===== src/rtl/note_lookup_scheduler_if.sv =====
// Bundle between the voice sequencers, the scheduler and the shared note_address unit.
// The master side is the environment (voices plus lookup unit); the slave side is the scheduler.
interface note_lookup_scheduler_if #(
  parameter int NOTE_W = 6,
  parameter int ADDR_W = 45
);
  logic [2:0]          req;
  logic [3*NOTE_W-1:0] notes;
  logic [2:0]          done;
  logic [ADDR_W-1:0]   addr0;
  logic [ADDR_W-1:0]   addr1;
  logic [ADDR_W-1:0]   addr2;
  logic [NOTE_W-1:0]   lookup_note;
  logic [ADDR_W-1:0]   lookup_addr;
  logic                busy;

  modport master (
    output req, notes, lookup_addr,
    input  done, addr0, addr1, addr2, lookup_note, busy
  );

  modport slave (
    input  req, notes, lookup_addr,
    output done, addr0, addr1, addr2, lookup_note, busy
  );
endinterface


===== src/rtl/note_lookup_scheduler.sv =====
// Round-robin sharing of one note_address lookup among three voices; the grant of one voice
// overlaps the capture of the previous one, so the lookup port can be used every cycle.
module note_lookup_scheduler (
  input  logic                    clk,
  input  logic                    reset,
  note_lookup_scheduler_if.slave  bus
);
  localparam int NOTE_W = 6;
  localparam int ADDR_W = 45;

  typedef enum logic {IDLE, BUSY} state_t;

  state_t              state_q, state_d;
  logic [1:0]          ptr_q, ptr_d;
  logic [1:0]          sel_q, sel_d;
  logic [NOTE_W-1:0]   lookupNote_q, lookupNote_d;
  logic [2:0]          done_q, done_d;
  logic [ADDR_W-1:0]   addr_q [3];
  logic [ADDR_W-1:0]   addr_d [3];

  logic [2:0]          eligible;
  logic [1:0]          cand0, cand1, cand2;
  logic [1:0]          winner;
  logic                grant;

  function automatic logic [1:0] inc3(input logic [1:0] v);
    return (v == 2'd2) ? 2'd0 : v + 2'd1;
  endfunction

  always_ff @(posedge clk) begin
    if (reset) begin
      state_q      <= IDLE;
      ptr_q        <= '0;
      sel_q        <= '0;
      lookupNote_q <= '0;
      done_q       <= '0;
      for (int i = 0; i < 3; i++) addr_q[i] <= '0;
    end else begin
      state_q      <= state_d;
      ptr_q        <= ptr_d;
      sel_q        <= sel_d;
      lookupNote_q <= lookupNote_d;
      done_q       <= done_d;
      for (int i = 0; i < 3; i++) addr_q[i] <= addr_d[i];
    end
  end

  always_comb begin
    state_d      = IDLE;
    ptr_d        = ptr_q;
    sel_d        = sel_q;
    lookupNote_d = lookupNote_q;
    done_d       = '0;
    for (int i = 0; i < 3; i++) addr_d[i] = addr_q[i];
    eligible     = '0;
    grant        = 1'b0;
    winner       = ptr_q;

    // The voice in flight and the voice showing done are blocked so a held req is not served twice.
    for (int i = 0; i < 3; i++) begin
      eligible[i] = bus.req[i] && !((state_q == BUSY) && (sel_q == 2'(i))) && !done_q[i];
    end

    cand0 = ptr_q;
    cand1 = inc3(cand0);
    cand2 = inc3(cand1);
    if (eligible[cand0]) begin
      grant  = 1'b1;
      winner = cand0;
    end else if (eligible[cand1]) begin
      grant  = 1'b1;
      winner = cand1;
    end else if (eligible[cand2]) begin
      grant  = 1'b1;
      winner = cand2;
    end

    if (state_q == BUSY) begin
      addr_d[sel_q] = bus.lookup_addr;
      done_d[sel_q] = 1'b1;
    end

    if (grant) begin
      state_d      = BUSY;
      sel_d        = winner;
      lookupNote_d = bus.notes[NOTE_W*int'(winner) +: NOTE_W];
      ptr_d        = inc3(winner);
    end
  end

  assign bus.done        = done_q;
  assign bus.addr0       = addr_q[0];
  assign bus.addr1       = addr_q[1];
  assign bus.addr2       = addr_q[2];
  assign bus.lookup_note = lookupNote_q;
  assign bus.busy        = (state_q == BUSY);
endmodule


===== src/flat_wrapper.sv =====
// flat-port wrapper written by rule: the top's interface ports become plain ports
module note_lookup_scheduler_flat 
  (clk, reset, bus_req, bus_notes, bus_lookup_addr, bus_done, bus_addr0, bus_addr1, bus_addr2, bus_lookup_note, bus_busy);
  note_lookup_scheduler_if bus_i ();
  input  logic clk;
  input  logic reset;
  input wire logic [$bits(bus_i.req)-1:0] bus_req;
  input wire logic [$bits(bus_i.notes)-1:0] bus_notes;
  input wire logic [$bits(bus_i.lookup_addr)-1:0] bus_lookup_addr;
  output wire logic [$bits(bus_i.done)-1:0] bus_done;
  output wire logic [$bits(bus_i.addr0)-1:0] bus_addr0;
  output wire logic [$bits(bus_i.addr1)-1:0] bus_addr1;
  output wire logic [$bits(bus_i.addr2)-1:0] bus_addr2;
  output wire logic [$bits(bus_i.lookup_note)-1:0] bus_lookup_note;
  output wire logic [$bits(bus_i.busy)-1:0] bus_busy;
  assign bus_i.req = bus_req;
  assign bus_i.notes = bus_notes;
  assign bus_i.lookup_addr = bus_lookup_addr;
  assign bus_done = bus_i.done;
  assign bus_addr0 = bus_i.addr0;
  assign bus_addr1 = bus_i.addr1;
  assign bus_addr2 = bus_i.addr2;
  assign bus_lookup_note = bus_i.lookup_note;
  assign bus_busy = bus_i.busy;
  note_lookup_scheduler u_core (.clk(clk), .reset(reset), .bus(bus_i));
endmodule

===== config.mk =====
export PLATFORM = sky130hd
export DESIGN_NAME = note_lookup_scheduler_flat
export DESIGN_NICKNAME = d
export VERILOG_FILES = /design/src/rtl/note_lookup_scheduler_if.sv /design/src/rtl/note_lookup_scheduler.sv /design/src/flat_wrapper.sv
export SDC_FILE = /design/constraint.sdc
export NUM_CORES = 1
export LEC_CHECK = 0
export CELL_PAD_IN_SITES_DETAIL_PLACEMENT = 1
export CELL_PAD_IN_SITES_GLOBAL_PLACEMENT = 1
export CORE_ASPECT_RATIO = 0.7
export CORE_UTILIZATION = 33
export CTS_CLUSTER_DIAMETER = 40
export DETAILED_ROUTE_END_ITERATION = 16
export PLACE_DENSITY_LB_ADDON = 0.3
export RECOVER_POWER = 25
export SLEW_MARGIN = 5
export SYNTH_ARGS = -nofsm -noshare
export SYNTH_HDL_FRONTEND = slang
export SYNTH_SLANG_ARGS = --single-unit

===== constraint.sdc =====
create_clock -name clk -period 2.4 [get_ports clk]
set_input_delay 0.36 -clock clk [delete_from_list [all_inputs] [get_ports clk]]
set_output_delay 0.36 -clock clk [all_outputs]
set_load 0.005 [all_outputs]

==> results.sh, run 1 <==
export IMPL_cts_max_level=4
export IMPL_vias_per_cell=5.006
export IMPL_cp_data_arrival_time_ns=2.31
export IMPL_drc_errors=0
export IMPL_cts_tree="done"
export IMPL_fp_row_count=38
export IMPL_crit_path_max_incr_delay_ns=0.84
export IMPL_grt_pass1_vias=5585
export IMPL_syn_instance_count=674
export IMPL_drv_cap=0
export IMPL_drtIter0Drc=218
export IMPL_ios=213
export IMPL_relSlewSlack_pct=27.53
export IMPL_p_leak_nw=3.015
export IMPL_worstPathMaxFanout=47
export IMPL_power_density_mw_per_mm2=771.3
export IMPL_antenna_found_initial=0
export IMPL_hold_viol_final=0
export IMPL_yosysTopAreaCell="dfxtp_1"
export IMPL_max_freq_mhz=491.5
export IMPL_area_delta_synth_final_pct=52.80
export IMPL_gp_congestion=0.8494
export IMPL_io_buffers=212
export IMPL_routedWlPerCell_um=17.71
export IMPL_fin_setup_tns_ns=0
export IMPL_postCtsSetupBuffers=0
export IMPL_tightest_slew_ns=1.087
export IMPL_syn_num_nets=742
export IMPL_utilization_pct=52.38
export IMPL_rsz0062_at_grt="no"
export IMPL_setup_viol=0
export IMPL_clk_pin_slew_ns=0.06
export IMPL_start_kind="flop"
export IMPL_cp_cell_sequence="nand3b_1, clkbuf_2, nand3_1, a21oi_1, nor4_1"
export IMPL_synth_cell_types=35
export IMPL_cts_sinks=149
export IMPL_drive_gt1_share_pct=6.485
export IMPL_synth_seq_cells=149
export IMPL_syn_area_per_cell_um2=7.981
export IMPL_grt_pass1_wl_um=29440
export IMPL_yosysSeqAreaShare_pct=55.45
export IMPL_power_mw=6.340
export IMPL_firstDrtPassIters=4
export IMPL_finalCritPeriodShare_pct=84.77
export IMPL_ys_flop_type="dfxtp_1"
export IMPL_wl_um=19110
export IMPL_postRouteAntennaNets=0
export IMPL_diodes=0
export IMPL_vdd_drop_max_uv=462.6
export IMPL_required_ns=2.67
export IMPL_cts_made_buffers=17
export IMPL_cp_slowest_cell="clkbuf_2"
export IMPL_grt_overflow=0
export IMPL_hpwl_um=13160
export IMPL_layout_nets=934
export IMPL_core_area_mm2=0.01569
export IMPL_skew_ns=0.008590
export IMPL_hold_buffers=0
export IMPL_cts_buffer_depth=2
export IMPL_dr_total_vias=5402
export IMPL_cts_resized=0
export IMPL_synth_top_area_share_pct=55.45
export IMPL_nFillCells=1824
export IMPL_cts_root_buf="clkbuf_16"
export IMPL_status="finished clean"
export IMPL_min_period_ns=2.034
export IMPL_track_usage_pct=22.82
export IMPL_dieArea_mm2=0.01682
export IMPL_drv_slew=0
export IMPL_synth_area_leaders="dfxtp_1 (55%), nand2_1 (19%), a21oi_1 (13%)"
export IMPL_insertion_delay_ns=0.41
export IMPL_ys_warn_count=0
export IMPL_initial_core_util_pct=34.28
export IMPL_end_kind="flop"
export IMPL_synthesis_area_mm2=0.005379
export IMPL_synth_edff_count=0
export IMPL_die_height_um=108.8
export IMPL_hp_class="input port to flop"
export IMPL_async_flop_share_pct=0
export IMPL_die_x_um=154.6
export IMPL_path_class="flop to flop"
export IMPL_grt_max_degree=61
==> per-layer routing <==
layer	GRT usage (%)	wire, µm	vias up	share of wire, %
met5	0	0	-	0
met4	7.284	339	0	1.8
met3	6.757	1394	27	7.3
met2	40.14	9256	179	48
met1	26.90	8118	2606	42
li1	-	-	2590	-
==> synthesized netlist by cell type, drive strengths merged (2+ instances only) <==
| master | n |
|---|---|
| nand2 | 280 |
| dfxtp | 149 |
| a21oi | 140 |
| clkbuf | 36 |
| buf | 13 |
| o211ai | 7 |
| a22oi | 6 |
| nand4 | 6 |
| nor2 | 6 |
| inv | 3 |
| a211oi | 2 |
| a32oi | 2 |
| and3 | 2 |
| and3b | 2 |
| nand2b | 2 |
| nand3 | 2 |
| nand3b | 2 |
| nor2b | 2 |
==> layout make-up <==
class | instances | area [µm²] | area share [%]
Inverter | 3 | 11.26 | 0.1370
Tap cell | 200 | 250.2 | 3.045
Clock buffer | 20 | 446.7 | 5.435
Timing Repair Buffer | 222 | 2202 | 26.79
Clock inverter | 12 | 145.1 | 1.766
Sequential cell | 149 | 2983 | 36.29
Multi-Input combinational cell | 473 | 2181 | 26.53
==> path summary, 6_finish.rpt <==
| check | startpoint | endpoint | slack, ns | depth (start not counted) |
|---|---|---|---|---|
| worst max-delay path | u_core.sel_q[0]$_SDFFE_PP0P_ | u_core.cand0[0]$_SDFFE_PP0P_ | 0.37 | 5 |
| worst min-delay path | reset | u_core.bus.done[1]$_SDFF_PP0_ | 0.38 | 2 |
| worst max register to register | u_core.sel_q[0]$_SDFFE_PP0P_ | u_core.cand0[0]$_SDFFE_PP0P_ | 0.37 | 5 |
| worst min register to register | u_core.addr_q[0][5]$_SDFFE_PP0P_ | u_core.addr_q[0][5]$_SDFFE_PP0P_ | 0.45 | 2 |
==> placed cells by master (no fill, tap or decap), types with 6 or more instances in the layout <==
master,n
nand2_1,276
clkdlybuf4s50_1,155
dfxtp_1,149
a21oi_1,140
dlygate4sd3_1,56
clkbuf_16,17
buf_4,8
nor2_1,6
nand4_1,6
a22oi_1,6
==> logic make-up (layout without fill, tap and decap cells) <==
family	after synthesis	in the layout	synth area share, %
flops	149	149	55.45
simple gates	310	310	23.26
compound gates	163	163	17.33
buf+inv	52	257	3.954
==> state kept, by name, indices dropped and copies added, names as in the netlist <==
register / flops
u_core.bus.lookup_note: 6
u_core.bus.done: 3
u_core.bus.busy: 1
u_core.sel_q: 2
u_core.addr_q: 135
u_core.cand0: 2
==> worst max-delay path, delay by kind of cell (launching register included) <==
| family | cells | cell delay (ns) |
|---|---|---|
| buf+inv | 1 | 0.84 |
| flops | 1 | 0.46 |
| simple gates | 3 | 0.42 |
| compound gates | 1 | 0.19 |
==> per-stage QoR <==
stage          cells  hold slack (ns)  worst slack (ns)  instance area (µm²)
6_report        1079           0.3819            0.3655                 8219
4_1_cts         1079           0.3782            0.5206                 8235
2_1_floorplan    674           0.4527            0.7647                 5379
3_5_place_dp    1047           0.4475            0.2210                 7644
5_1_grt         1079           0.4040            0.1856                 8219
3_3_place_gp    1047           0.4409            0.2992                 7644
==> power breakdown <==
part	leakage [nW]	internal (mW)	switching [mW]	total, mW
logic	1.53	0.452	0.482	0.934
clock network	0.276	1.58	1.10	2.69
registers	1.21	2.62	0.0953	2.72
Note: power is estimated with default switching activity, not from simulation.
==> run 2: changes to the inputs <==
--- a/config.mk
+++ b/config.mk
@@ -8,7 +8,7 @@
 export CELL_PAD_IN_SITES_DETAIL_PLACEMENT = 1
 export CELL_PAD_IN_SITES_GLOBAL_PLACEMENT = 1
 export CORE_ASPECT_RATIO = 0.7
-export CORE_UTILIZATION = 33
+export CORE_UTILIZATION = 28
 export CTS_CLUSTER_DIAMETER = 40
 export DETAILED_ROUTE_END_ITERATION = 16
 export PLACE_DENSITY_LB_ADDON = 0.3
==> constraint.sdc (replaced) <==
create_clock -name clk -period 1.7 [get_ports clk]
set_input_delay 0.255 -clock clk [delete_from_list [all_inputs] [get_ports clk]]
set_output_delay 0.255 -clock clk [all_outputs]
set_load 0.005 [all_outputs]
==> run 2 against run 1 <==
Effect of this change:
- combinational power rose by 60%
- setup slack got worse by 0.34 ns
- total power rose by 48%
- first-iteration DRC count rose by 34%
- critical path type unchanged
- critical endpoint is now u_core.bus.lookup_note[5]$_SDFFE_PP0P_
==> results.sh, run 2 (synthesis results as in run 1) <==
export IMPL_hpwl_um=13250
export IMPL_drv_slew=0
export IMPL_path_class="flop to flop"
export IMPL_die_height_um=118.0
export IMPL_die_x_um=167.7
export IMPL_initial_core_util_pct=28.51
export IMPL_layout_nets=957
export IMPL_routedWlPerCell_um=16.97
export IMPL_track_usage_pct=19.88
export IMPL_grt_pass1_vias=5401
export IMPL_drv_cap=0
export IMPL_cp_startpoint="u_core.bus.busy$_SDFF_PP0_"
export IMPL_worst_r2r_setup_slack_ns=0.03
export IMPL_drtIter0Drc=292
export IMPL_r2r_end="u_core.bus.lookup_note[5]$_SDFFE_PP0P_"
export IMPL_power_mw=9.368
export IMPL_final_common_cell="nand2_1"
export IMPL_grt_max_degree=62
export IMPL_max_freq_mhz=598.4
export IMPL_setup_viol=0
export IMPL_dr_total_vias=5420
export IMPL_cts_tree="done"
export IMPL_status="finished clean"
export IMPL_drc_errors=0
export IMPL_top_register="u_core.addr_q"
export IMPL_cp_data_arrival_time_ns=2.01
export IMPL_ios=213
export IMPL_min_period_ns=1.671
export IMPL_largest_reg_flops=135
export IMPL_antenna_found_initial=0
export IMPL_finalCritPeriodShare_pct=98.29
export IMPL_cts_made_buffers=17
export IMPL_grt_pass1_wl_um=30170
export IMPL_vias_per_cell=4.742
export IMPL_hp_class="input port to flop"
export IMPL_wl_um=19400
export IMPL_required_ns=2.04
export IMPL_vdd_drop_max_uv=561.4
export IMPL_hold_viol_final=0
export IMPL_cts_root_buf="clkbuf_16"
export IMPL_cts_sinks=149
export IMPL_end_kind="flop"
export IMPL_clk_pin_slew_ns=0.06
export IMPL_postRouteAntennaNets=0
export IMPL_io_buffers=212
export IMPL_insertion_delay_ns=0.42
export IMPL_r2r_cells=6
export IMPL_fp_row_count=42
export IMPL_core_area_mm2=0.01887
export IMPL_skew_ns=0.009040
export IMPL_crit_end="u_core.bus.lookup_note[5]$_SDFFE_PP0P_"
export IMPL_utilization_pct=45.58
export IMPL_power_density_mw_per_mm2=1089
export IMPL_cts_buffer_depth=2
export IMPL_rsz0062_at_grt="yes"
export IMPL_firstDrtPassIters=4
export IMPL_fin_setup_tns_ns=0
export IMPL_diodes=0
export IMPL_cts_max_level=4
export IMPL_layout_common_cells="nand2_1 (275), clkdlybuf4s50_1 (209), dfxtp_1 (146)"
export IMPL_gp_congestion=0.8006
export IMPL_drive_gt1_share_pct=10.21
export IMPL_area_delta_synth_final_pct=59.87
export IMPL_dieArea_mm2=0.01978
export IMPL_grt_overflow=0
export IMPL_worstPathMaxFanout=6
export IMPL_worstReg2RegStart="u_core.bus.busy$_SDFF_PP0_"
export IMPL_start_kind="flop"
export IMPL_relSlewSlack_pct=54.32
export IMPL_tightest_slew_ns=0.6852
export IMPL_p_leak_nw=3.002
[run 2: area by class of cell]
cell class	instances	area, µm²
multi-input combinational	473	2266
tap	242	302.8
clock buffer	20	456.7
timing repair buffer	245	2400
sequential	149	2989
inverter	3	11.26
fill	2194	10270
clock inverter	11	173.9
[run 2: routing by layer]
metal | vias up | wire [µm] | track usage (%)
met5 | - | 0 | 0
met4 | 0 | 153 | 4.817
met3 | 17 | 1531 | 7.128
met2 | 171 | 8485 | 30.86
met1 | 2590 | 9224 | 26.15
li1 | 2642 | - | -
[run 2: critical path, cell delays in order (launching register included)]
cell      delay (ns)
dfxtp_2         0.34
nor3b_4         0.16
or3_1           0.39
a311oi_4        0.33
buf_6           0.18
nand2_2         0.05
o211ai_1        0.16
[run 2: repair_timing]
action                     CTS  global route
setup endpoints to repair    8            11
gates cloned                 0             1
pin swaps                    0             7
gates resized for setup      7            17
buffers inserted             0             4
hold buffers                 0             0
[run 2: worst min path at each step]
| stage | from | slack [ns] | to | cells after the start |
|---|---|---|---|---|
| 2_1_floorplan | bus_lookup_addr[0] | 0.39 | u_core.addr_q[0][0]$_SDFFE_PP0P_ | 2 |
| 3_3_place_gp | u_core.addr_q[0][89]$_SDFFE_PP0P_ | 0.44 | u_core.addr_q[0][89]$_SDFFE_PP0P_ | 2 |
| 3_5_place_dp | u_core.addr_q[0][57]$_SDFFE_PP0P_ | 0.45 | u_core.addr_q[0][57]$_SDFFE_PP0P_ | 2 |
| 4_1_cts | reset | 0.36 | u_core.bus.lookup_note[4]$_SDFFE_PP0P_ | 5 |
| 5_1_grt | reset | 0.34 | u_core.bus.lookup_note[4]$_SDFFE_PP0P_ | 5 |
| 6_report | reset | 0.35 | u_core.bus.lookup_note[4]$_SDFFE_PP0P_ | 5 |
[run 2: report_power, final]
| group | switching (mW) | internal (mW) | total (mW) |
|---|---|---|---|
| Sequential | 0.127 | 3.71 | 3.83 |
| Clock | 1.50 | 2.53 | 4.04 |
| Combinational | 0.734 | 0.759 | 1.49 |
| Total | 2.37 | 7.00 | 9.37 |
[run 2: through the flow]
stage / setup WS [ns] / instance area [µm²] / hold slack (ns) / instances
floorplan: 0.06471 / 5379 / 0.3910 / 674
global placement: -0.2663 / 7844 / 0.4420 / 1107
detailed placement: -0.3289 / 7844 / 0.4480 / 1107
CTS: 0.01938 / 8484 / 0.3638 / 1138
global route: -0.05663 / 8600 / 0.3407 / 1143
finish: 0.02899 / 8600 / 0.3479 / 1143
==> run 3: changes to the inputs <==
--- a/config.mk
+++ b/config.mk
@@ -9,7 +9,7 @@
 export CELL_PAD_IN_SITES_GLOBAL_PLACEMENT = 1
 export CORE_ASPECT_RATIO = 0.7
 export CORE_UTILIZATION = 28
-export CTS_CLUSTER_DIAMETER = 40
+export CTS_CLUSTER_DIAMETER = 60
 export DETAILED_ROUTE_END_ITERATION = 16
 export PLACE_DENSITY_LB_ADDON = 0.3
 export RECOVER_POWER = 25
==> results of run 3 <==
No change in the layout: final DEF, timing and power equal those of run 2.
